==> config.mk <==
export PLATFORM = sky130hd
export DESIGN_NAME = button_step_gen
export DESIGN_NICKNAME = d
export VERILOG_FILES = /design/src/rtl/btn_pkg.sv /design/src/rtl/sync_2ff.sv /design/src/rtl/button_step_gen.sv
export SDC_FILE = /design/constraint.sdc
export NUM_CORES = 1
export LEC_CHECK = 0
export CORE_UTILIZATION = 30
export DETAILED_ROUTE_END_ITERATION = 8
export GPL_ROUTABILITY_DRIVEN = 0
export PLACE_DENSITY = 0.43
export SKIP_LAST_GASP = 1
export SLEW_MARGIN = 0
export SYNTH_ARGS = -nofsm -noshare
export SYNTH_HDL_FRONTEND = slang
export SYNTH_SLANG_ARGS = --single-unit
export TNS_END_PERCENT = 50
==> constraint.sdc <==
create_clock -name clk -period 1.6 [get_ports clk]
set_input_delay 0.16 -clock clk [delete_from_list [all_inputs] [get_ports clk]]
set_output_delay 0.16 -clock clk [all_outputs]
set_load 0.005 [all_outputs]
==> src/rtl/btn_pkg.sv <==
// btn_pkg: shared types and default constants for the push-button step generator.
// Holds the 2-bit FSM state encoding and the default debounce / auto-repeat timings.
package btn_pkg;

  // Debounce FSM states.
  typedef enum logic [1:0] {
    ST_IDLE       = 2'd0,
    ST_DB_PRESS   = 2'd1,
    ST_HELD       = 2'd2,
    ST_DB_RELEASE = 2'd3
  } btn_state_e;

  // Default timings, in clk cycles.
  localparam int unsigned BTN_DEBOUNCE_CYCLES_DEF = 20000;
  localparam int unsigned BTN_REPEAT_DELAY_DEF    = 5000000;
  localparam int unsigned BTN_REPEAT_PERIOD_DEF   = 2000000;

  // Counter width able to hold 0..n-1; never narrower than one bit.
  function automatic int unsigned btn_cnt_width(input int unsigned n);
    return (n <= 2) ? 1 : $clog2(n);
  endfunction

endpackage

==> src/rtl/sync_2ff.sv <==
// sync_2ff: two-flop synchronizer for one asynchronous level; both flops reset to 0.
module sync_2ff (
  input  logic clk,
  input  logic rst_n,
  input  logic d,
  output logic q
);

  logic meta_q;
  logic sync_q;

  // Shift the raw level through two flops to settle metastability.
  always_ff @(posedge clk or negedge rst_n) begin
    if (!rst_n) begin
      meta_q <= 1'b0;
      sync_q <= 1'b0;
    end else begin
      meta_q <= d;
      sync_q <= meta_q;
    end
  end

  assign q = sync_q;

endmodule

==> src/rtl/button_step_gen.sv <==
// button_step_gen: debounces a bouncing push-button and emits one registered step
// pulse per accepted press. Optional auto-repeat while held is compiled in with
// the BTN_AUTOREPEAT_EN macro; without it the REPEAT_* parameters have no effect.
module button_step_gen
  import btn_pkg::*;
#(
  parameter int unsigned DEBOUNCE_CYCLES = BTN_DEBOUNCE_CYCLES_DEF,
  parameter int unsigned REPEAT_DELAY    = BTN_REPEAT_DELAY_DEF,
  parameter int unsigned REPEAT_PERIOD   = BTN_REPEAT_PERIOD_DEF
) (
  input  logic clk,
  input  logic rst_n,
  input  logic btn_raw,
  input  logic en,
  output logic step,
  output logic pressed
);

  localparam int unsigned CNT_W = btn_cnt_width(DEBOUNCE_CYCLES);
  localparam logic [CNT_W-1:0] CNT_LAST = CNT_W'(DEBOUNCE_CYCLES - 1);

  logic            sync;
  btn_state_e      state_q;
  logic [CNT_W-1:0] cnt_q;
  logic            step_q;
  logic            pressed_q;

  sync_2ff u_sync (
    .clk  (clk),
    .rst_n(rst_n),
    .d    (btn_raw),
    .q    (sync)
  );

`ifdef BTN_AUTOREPEAT_EN
  localparam int unsigned REP_MAX = (REPEAT_DELAY > REPEAT_PERIOD) ? REPEAT_DELAY : REPEAT_PERIOD;
  localparam int unsigned REP_W   = btn_cnt_width(REP_MAX);
  localparam logic [REP_W-1:0] REP_DLY_LAST = REP_W'(REPEAT_DELAY - 1);
  localparam logic [REP_W-1:0] REP_PER_LAST = REP_W'(REPEAT_PERIOD - 1);

  logic [REP_W-1:0] rep_cnt_q;
  logic             rep_phase_q;  // 0: waiting out the first delay, 1: periodic repeats
  logic             rep_fire;

  assign rep_fire = rep_phase_q ? (rep_cnt_q == REP_PER_LAST) : (rep_cnt_q == REP_DLY_LAST);
`else
  // Zero repeat timings would be meaningless even though they are unused here.
  if (REPEAT_DELAY == 0 || REPEAT_PERIOD == 0) begin : g_bad_repeat_cfg
  end
`endif

  // Debounce FSM with registered step/pressed outputs and optional repeat counter.
  always_ff @(posedge clk or negedge rst_n) begin
    if (!rst_n) begin
      state_q   <= ST_IDLE;
      cnt_q     <= '0;
      step_q    <= 1'b0;
      pressed_q <= 1'b0;
`ifdef BTN_AUTOREPEAT_EN
      rep_cnt_q   <= '0;
      rep_phase_q <= 1'b0;
`endif
    end else begin
      step_q <= 1'b0;
      unique case (state_q)
        ST_IDLE: begin
          if (sync) begin
            state_q <= ST_DB_PRESS;
            cnt_q   <= '0;
          end
        end
        ST_DB_PRESS: begin
          if (!sync) begin
            // Glitch: drop back without a step.
            state_q <= ST_IDLE;
            cnt_q   <= '0;
          end else if (cnt_q == CNT_LAST) begin
            state_q   <= ST_HELD;
            cnt_q     <= '0;
            pressed_q <= 1'b1;
            step_q    <= en;
          end else begin
            cnt_q <= cnt_q + CNT_W'(1);
          end
        end
        ST_HELD: begin
          if (!sync) begin
            state_q <= ST_DB_RELEASE;
            cnt_q   <= '0;
          end
`ifdef BTN_AUTOREPEAT_EN
          else if (rep_fire) begin
            step_q      <= en & ~step_q;
            rep_cnt_q   <= '0;
            rep_phase_q <= 1'b1;
          end else begin
            rep_cnt_q <= rep_cnt_q + REP_W'(1);
          end
`endif
        end
        ST_DB_RELEASE: begin
          if (sync) begin
            // Release bounce: back to HELD, repeat count is kept as is.
            state_q <= ST_HELD;
            cnt_q   <= '0;
          end else if (cnt_q == CNT_LAST) begin
            state_q   <= ST_IDLE;
            cnt_q     <= '0;
            pressed_q <= 1'b0;
`ifdef BTN_AUTOREPEAT_EN
            rep_cnt_q   <= '0;
            rep_phase_q <= 1'b0;
`endif
          end else begin
            cnt_q <= cnt_q + CNT_W'(1);
          end
        end
        default: begin
          state_q   <= ST_IDLE;
          cnt_q     <= '0;
          pressed_q <= 1'b0;
        end
      endcase
    end
  end

  assign step    = step_q;
  assign pressed = pressed_q;

endmodule

---- After elaboration in Yosys (flattened, before gate mapping) ----
Cells that the tools add are included.
operators by class
  add/subtract/negate cells ............... 1
  equality and inequality tests ........... 12
  mux-type cells .......................... 21
  reduce and logical (&&, ||, !) cells .... 5
operators with widths
  kind                                           number
  two-way mux 15 bit                             5
  case mux 15 bit (4 select lines)               1
  adder 15 x 1 -> 15 bit, second input constant  1
  == test 15 bit, second input constant          1
  two-way mux 2 bit                              6
  != test 2 bit, second input constant           4
  case mux 2 bit (4 select lines)                1
  two-way mux 1 bit                              7
  AND reduction 5 bit                            1
  == test 2 bit, second input constant           2
  != test 2 x 1 -> 1 bit, second input constant  2
  AND reduction 4 bit                            1
  != test 3 x 2 -> 1 bit, second input constant  1
  != test 3 bit, second input constant           1
  == test 2 x 1 -> 1 bit, second input constant  1
  zero test 2 bit                                1
  case mux 1 bit (2 select lines)                1
  AND reduction 2 bit                            1
  nonzero test 2 bit                             1
storage, ports and cells
  flip-flop bits (word level) ............. 21
  input bits .............................. 4
  output and inout port bits .............. 2
  logic and storage cells ................. 45

---- Depth between registers and ports, before layout ----
Gate-level depths: netlist of run 1.
  depth in word-level cells ............... 4
  gate-level depth with buffers ........... 6
  depth with buffers taken out ............ 5

---- By module ----
Synthesis of run 1 repeated with hierarchy kept, for this count alone.
unflattened totals
  cells, all modules ...................... 111
  area, all modules ....................... 1,152.4 µm²
modules (own cells, without submodules)
  module           times used  cells an instance  area an instance (µm²)  sequential area each (µm²)
  button_step_gen  1           109                1,102.3                 475.5
  sync_2ff         1           2                  50.0                    50.0

---- Worst setup path after synthesis of run 1 ----
OpenSTA, ideal clock, no wires.
  kind .................................... register -> register
  from .................................... reg cnt_q[0]
  to ...................................... reg with a tool-made name
  library setup time ...................... 125 ps
  arrival time ............................ 1,588 ps
  required time ........................... 1,475 ps
  path slack .............................. -113 ps
  cell stages (with the launch flop) ...... 7
  buffers on the path ..................... 1
  cell sequence ........................... dfrtp_1 -> ha_1 -> and3_2 -> and4_1 -> buf_2 -> o21ai_0 -> mux2_2
RTL lines
  item                      line                    source
  start: declaration        button_step_gen.sv:24   logic [CNT_W-1:0] cnt_q;
  start signal: assignment  button_step_gen.sv:83   cnt_q <= cnt_q + CNT_W'(1);
  start signal: assignment  button_step_gen.sv:115  cnt_q <= cnt_q + CNT_W'(1);

==> results.sh, run 1 <==
export IMPL_slowest_delay_ns=0.40
export IMPL_clk_latency_ns=0.26
export IMPL_fp_dieW_um=63.2
export IMPL_htreeDepth=1
export IMPL_vdd_drop_max_mv=0.557
export IMPL_cp_slowest_cell="dfrtp_1"
export IMPL_syn_inst=111
export IMPL_drv_slew=0
export IMPL_leakage_nw=0.635
export IMPL_path_cells="nor4bb_2 > buf_4 > and4_4 > o21ai_1 > mux2_2"
export IMPL_cp_top_family="simple AND/OR/NAND/NOR gates"
export IMPL_setup_viol=2
export IMPL_max_cap_viol_count=0
export IMPL_fin_hold_ws_ns=0.232
export IMPL_clock_power_share_pct=21.7
export IMPL_drc=0
export IMPL_first_global_vias=1015
export IMPL_cts_buffers=3
export IMPL_wl_um=2820
export IMPL_intPower_mw=1.04
export IMPL_antenna_found_initial=0
export IMPL_ios=6
export IMPL_finalCriticalPeriod_ns=1.63
export IMPL_fin_nets=152
export IMPL_clock_sinks=21
export IMPL_p_sw_share_pct=36.1
export IMPL_power_mw=1.62
export IMPL_clock_fmax_mhz=615
export IMPL_ctsHoldBuffers=0
export IMPL_drtAntennaViolNets=0
export IMPL_n_antenna_cell=0
export IMPL_finClkSkew_ns=0.00487
export IMPL_initial_utilization_pct=32.4
export IMPL_cts_tree="done"
export IMPL_synth_distinct_cells=38
export IMPL_seq_power_share_pct=41.2
export IMPL_drive_gt1_share_pct=37.0
export IMPL_layout_setup_ws_ns=-0.0260
export IMPL_critPathMaxFanout=5
export IMPL_clk_pin_slew_ns=0.08
export IMPL_vias_per_cell=5.46
export IMPL_clockRootBuffer="clkbuf_8"
export IMPL_grt_usage_pct=15.9
export IMPL_yosys_warnings=0
export IMPL_firstDrtPassIters=4
export IMPL_violations="setup timing"
export IMPL_status="finished with violations"
export IMPL_die_h_um=63.2
export IMPL_rsz0062_at_grt="true"
export IMPL_synth_area_top_cells="dfrtp_1 (47%), and4_1 (3.9%), o21ai_0 (3.6%)"
export IMPL_power_density_mw_per_mm2=1040
export IMPL_path_class="reg -> reg"
export IMPL_fin_crit_sh_pct=102
export IMPL_startpoint_type="register"
export IMPL_area_growth_pct=38.2
export IMPL_slew_headroom_pct=70.5
export IMPL_vias=1049
export IMPL_portBuffers=5
export IMPL_synth_top_area_share_pct=46.7
export IMPL_critPathRequiredTime_ns=1.76
export IMPL_ys_seq_area_share_pct=46.7
export IMPL_post_place_ws_ns=-0.0347
export IMPL_grt_start_max_net_pins=22
export IMPL_placementRows=21
export IMPL_yosysTopAreaCell="dfrtp_1"
export IMPL_coreArea_mm2=0.00347
export IMPL_die_area_mm2=0.00400
export IMPL_final_hold_viol_count=0
export IMPL_cp_arrival_ns=1.78
export IMPL_initialDrtViolationCount=44
export IMPL_syn_area_mm2=0.00112
export IMPL_crit_path_end_kind="register"
export IMPL_avgSynthCellArea_um2=10.1
export IMPL_clock_path_buffers=2
export IMPL_comb_power_share_pct=37.1
export IMPL_syn_nets=116
export IMPL_p_sw_uw=586
export IMPL_grt_overflow_total=0
export IMPL_min_path_type="in -> async"
export IMPL_place_hpwl_um=2100
export IMPL_grt_pass1_wl_um=4890
export IMPL_post_drt_wl_per_cell_um=14.7
export IMPL_ys_seq_elements=21
export IMPL_crit_buf_inv=1
export IMPL_worstMarginPinSlew_ns=0.439
==> cells by family after synthesis <==
logic type	after synthesis	synth area share [%]
xor+xnor	3	3.00
fa+ha+maj	1	1.11
flops	21	46.7
buf+inv	6	2.67
compound gates	32	20.6
simple gates	47	24.9
mux	1	1.00
==> state kept, by name, summed over array words and instances, names as in the netlist, named ones only <==
register,count
pressed,1
u_sync.q,1
state_q,1
cnt_q,15
step,1
u_sync.meta_q,1
==> metal layers <==
| layer | vias up | GRT usage, % | part of all wire, % |
|---|---|---|---|
| li1 | 510 | - | - |
| met1 | 513 | 21.5 | 50 |
| met2 | 22 | 25.4 | 46 |
| met3 | 4 | 4.53 | 3.6 |
| met4 | 0 | 2.56 | 0.82 |
| met5 | - | 0 | 0 |
==> stage by stage <==
step                      instance area, µm²  setup TNS, ns  instances  util, %
after floorplan                         1130        -0.0198        111        -
after global placement                  1430        -0.0107        187     41.3
after detailed placement                1430        -0.0450        187     41.3
after CTS                               1490        -0.0673        191     43.0
after global routing                    1550         -0.808        192     44.8
final                                   1550        -0.0345        192     44.8
==> area by class of cell <==
| cell class | count | area [µm²] |
|---|---|---|
| clock buffer | 3 | 41.3 |
| fill | 356 | 1910 |
| timing repair buffer | 35 | 283 |
| sequential | 21 | 526 |
| multi-input combinational | 84 | 634 |
| clock inverter | 1 | 5.00 |
| inverter | 2 | 7.51 |
| tap | 46 | 57.6 |
==> path summary, 6_finish.rpt <==
path	startpoint	to	slack [ns]	depth (start not counted)
min in group clk	btn_raw	u_sync.meta_q$_DFF_PN0_	0.34	1
max in group asynchronous	rst_n	state_q[0]$_DFFE_PN0P_	1.14	2
worst min-delay path	rst_n	step$_DFF_PN0_	0.23	2
worst min register to register	u_sync.meta_q$_DFF_PN0_	u_sync.q$_DFF_PN0_	0.35	0
worst max register to register	cnt_q[13]$_DFFE_PN0P_	register	-0.03	5
worst max-delay path	cnt_q[13]$_DFFE_PN0P_	register	-0.03	5
==> repair_timing <==
| item | 4_1_cts | 5_1_grt |
|---|---|---|
| setup endpoints to repair | 6 | 17 |
| buffers inserted | 0 | 1 |
| pin swaps | 2 | 3 |
| gates resized for setup | 3 | 10 |
==> power by group through the flow <==
stage	clock (mW)	sequential (mW)	combinational, mW
detailed placement	0	0.671	0.568
finish	0.353	0.668	0.602
floorplan	0	0.639	0.340
global route	0.392	0.679	0.677
CTS	0.371	0.659	0.575
global placement	0	0.667	0.573
==> worst register-to-register path: stages (launching register included) <==
cell	delay, ns
dfrtp_1	0.40
nor4bb_2	0.31
buf_4	0.17
and4_4	0.27
o21ai_1	0.08
mux2_2	0.29
==> placed cells by master, fill, tap and decap left out, drive strengths merged, types with 4 or more instances in the layout <==
master	netlist	final
nand4	4	4
a31oi	5	5
clkdlybuf4s50	0	5
and4	5	5
dfrtp	21	21
or3	4	4
o21ai	8	8
buf	4	30
nand3	4	4
nor2	9	9
nand2	6	6
a21oi	8	8
==> Yosys cell counts <==
| cell type | number |
|---|---|
| or3_1 | 2 |
| ha_1 | 1 |
| o2bb2ai_1 | 1 |
| nand3_1 | 4 |
| and2_2 | 1 |
| nor3_1 | 2 |
| nand2_1 | 6 |
| nor4b_1 | 2 |
| xnor2_1 | 1 |
| buf_2 | 3 |
| xor2_1 | 1 |
| and3_2 | 1 |
| nand2b_1 | 1 |
| inv_1 | 2 |
| nand4_1 | 4 |
| buf_4 | 1 |
| nor2b_1 | 1 |
| a22o_1 | 3 |
| or3_2 | 2 |
| o21ai_0 | 8 |
| xor2_2 | 1 |
| a21oi_2 | 2 |
| a31oi_1 | 5 |
| or4_4 | 1 |
| and3_1 | 1 |
| nor4_1 | 3 |
| nor2_1 | 9 |
| and4_1 | 5 |
| o31ai_1 | 2 |
| mux2_2 | 1 |
| a21oi_1 | 6 |
| a41oi_1 | 1 |
| o211ai_1 | 1 |
| nor4bb_1 | 1 |
| dfrtp_1 | 21 |
| or2_2 | 1 |
| o2111ai_4 | 1 |
| o311a_1 | 2 |
Note: power is estimated with default switching activity, not from simulation.
==> run 2: changes to the inputs <==
--- a/config.mk
+++ b/config.mk
@@ -8,7 +8,7 @@
 export CORE_UTILIZATION = 30
 export DETAILED_ROUTE_END_ITERATION = 8
 export GPL_ROUTABILITY_DRIVEN = 0
-export PLACE_DENSITY = 0.43
+export PLACE_DENSITY = 0.58
 export SKIP_LAST_GASP = 1
 export SLEW_MARGIN = 0
 export SYNTH_ARGS = -nofsm -noshare
==> run 2 against run 1 <==
Net effect:
- the run still ends with setup timing left
- via count rose by 0.76%
- setup slack barely moved
- final area rose by 1.6%
- worst hold slack improved by 0.011 ns
- clock power barely moved
- critical path depth fell by 1
- combinational power rose by 5.5%
- global-route usage fell by 0.76 points
- maximum frequency barely moved
- critical path type unchanged
- register-to-register slack barely moved
- clock skew rose by 0.0015 ns
==> results.sh, run 2 (same netlist as run 1, synthesis figures left out) <==
export IMPL_status="finished with violations"
export IMPL_violations="setup timing"
export IMPL_cts_tree="done"
export IMPL_cp_arrival_ns=1.82
export IMPL_drc=0
export IMPL_post_drt_wl_per_cell_um=14.9
export IMPL_r2r_cells=4
export IMPL_max_cap_viol_count=0
export IMPL_ff_latch_area_um2=528
export IMPL_clockRootBuffer="clkbuf_8"
export IMPL_grt_use_met3_pct=3.80
export IMPL_ios=6
export IMPL_clock_path_buffers=2
export IMPL_clk_latency_ns=0.26
export IMPL_n_antenna_cell=0
export IMPL_vias_per_cell=5.45
export IMPL_drtAntennaViolNets=0
export IMPL_grt_usage_pct=15.1
export IMPL_use_met2_pct=22.6
export IMPL_critPathRequiredTime_ns=1.80
export IMPL_cts_buffers=3
export IMPL_vias=1057
export IMPL_crit_path_end_kind="register"
export IMPL_critPathMaxFanout=6
export IMPL_place_hpwl_um=2020
export IMPL_grt_overflow_total=0
export IMPL_busiest_layer="met2"
export IMPL_top_register="cnt_q"
export IMPL_final_cell_mix="buf_4 (31), dfrtp_1 (19), nor2_1 (9), o21ai_0 (7)"
export IMPL_coreArea_mm2=0.00347
export IMPL_area_growth_pct=40.4
export IMPL_min_path_type="in -> async"
export IMPL_initialDrtViolationCount=67
export IMPL_grt_start_max_net_pins=22
export IMPL_die_area_mm2=0.00400
export IMPL_worstMarginPinSlew_ns=0.423
export IMPL_drive_gt1_share_pct=39.9
export IMPL_final_hold_viol_count=0
export IMPL_largest_reg_flops=15
export IMPL_rsz0062_at_grt="true"
export IMPL_multi_input_area_um2=647
export IMPL_ctsHoldBuffers=0
export IMPL_startpoint_type="register"
export IMPL_finClkSkew_ns=0.00641
export IMPL_fin_tns_setup_ns=-0.0265
export IMPL_slew_headroom_pct=71.8
export IMPL_grt_pass1_wl_um=4770
export IMPL_initial_utilization_pct=32.4
export IMPL_power_density_mw_per_mm2=1050
export IMPL_leakage_nw=0.655
export IMPL_firstDrtPassIters=4
export IMPL_fillCellCount=344
export IMPL_fin_hold_ws_ns=0.243
export IMPL_die_h_um=63.2
export IMPL_clock_sinks=21
export IMPL_drv_slew=0
export IMPL_path_class="reg -> reg"
export IMPL_clock_fmax_mhz=615
export IMPL_portBuffers=5
export IMPL_vdd_drop_max_mv=0.759
export IMPL_layout_setup_ws_ns=-0.0265
export IMPL_htreeDepth=1
export IMPL_fin_crit_sh_pct=102
export IMPL_final_area_mm2=0.00158
export IMPL_placed_area_mm2=0.00143
export IMPL_layout_commonest_cell="buf_4"
export IMPL_antenna_found_initial=0
export IMPL_clk_pin_slew_ns=0.08
export IMPL_finalCriticalPeriod_ns=1.63
export IMPL_setup_viol=1
export IMPL_wl_um=2880
export IMPL_fp_dieW_um=63.2
export IMPL_post_place_ws_ns=-0.0419
export IMPL_first_global_vias=971
export IMPL_placementRows=21
export IMPL_fin_nets=154
export IMPL_grt_util_met1_pct=22.5
run 2: critical path, cell delays in order, from the launching register on:
cell and delay [ns]:
dfrtp_2 0.45, xor2_4 0.29, o2111ai_4 0.17, or4_4 0.51, a21oi_2 0.13
run 2: timing repair:
| action | in CTS | in global routing |
|---|---|---|
| gates resized for setup | 2 | 14 |
| endpoints found under the setup margin | 7 | 14 |
| pin swaps | 2 | 11 |
| buffers inserted | 0 | 4 |
run 2: stage by stage:
stage / util, % / total power, mW / cells
2_1_floorplan: - / 0.979 / 111
3_3_place_gp: 41.1 / 1.23 / 186
3_5_place_dp: 41.1 / 1.24 / 186
4_1_cts: 42.8 / 1.62 / 190
5_1_grt: 45.5 / 1.76 / 194
6_report: 45.5 / 1.66 / 194
run 2: path summary, 6_finish.rpt:
path | startpoint | endpoint | slack [ns]
worst max-delay path | register | cnt_q[14]$_DFFE_PN0P_ | -0.03
worst min-delay path | rst_n | cnt_q[11]$_DFFE_PN0P_ | 0.24
worst max register to register | register | cnt_q[14]$_DFFE_PN0P_ | -0.03
worst min register to register | u_sync.meta_q$_DFF_PN0_ | u_sync.q$_DFF_PN0_ | 0.35
max in group asynchronous | rst_n | u_sync.q$_DFF_PN0_ | 1.11
min in group clk | btn_raw | u_sync.meta_q$_DFF_PN0_ | 0.34
run 2: where the power goes:
part	switching [mW]	total, mW	internal (mW)
clock	0.174	0.351	0.177
combinational	0.341	0.635	0.294
sequential	0.0898	0.677	0.587
total	0.605	1.66	1.06
run 2: area by class of cell:
type | count | share of cell area [%]
clock buffer | 4 | 2.85
inverter | 2 | 0.475
multi-input combinational | 84 | 41.0
sequential | 21 | 33.4
tap | 46 | 3.65
timing repair buffer | 37 | 18.6
run 2: metal layers:
layer	routed length (µm)	part of all wire, %	vias up
met5	0	0	-
met4	12	0.42	0
met3	124	4.3	2
met2	1360	47	23
met1	1390	48	531
li1	-	-	501
==> run 3: changes to the inputs <==
--- a/config.mk
+++ b/config.mk
@@ -7,7 +7,6 @@
 export LEC_CHECK = 0
 export CORE_UTILIZATION = 30
 export DETAILED_ROUTE_END_ITERATION = 8
-export GPL_ROUTABILITY_DRIVEN = 0
 export PLACE_DENSITY = 0.58
 export SKIP_LAST_GASP = 1
 export SLEW_MARGIN = 0
==> results of run 3 <==
Final layout, timing and power as in run 2 (identical DEF).
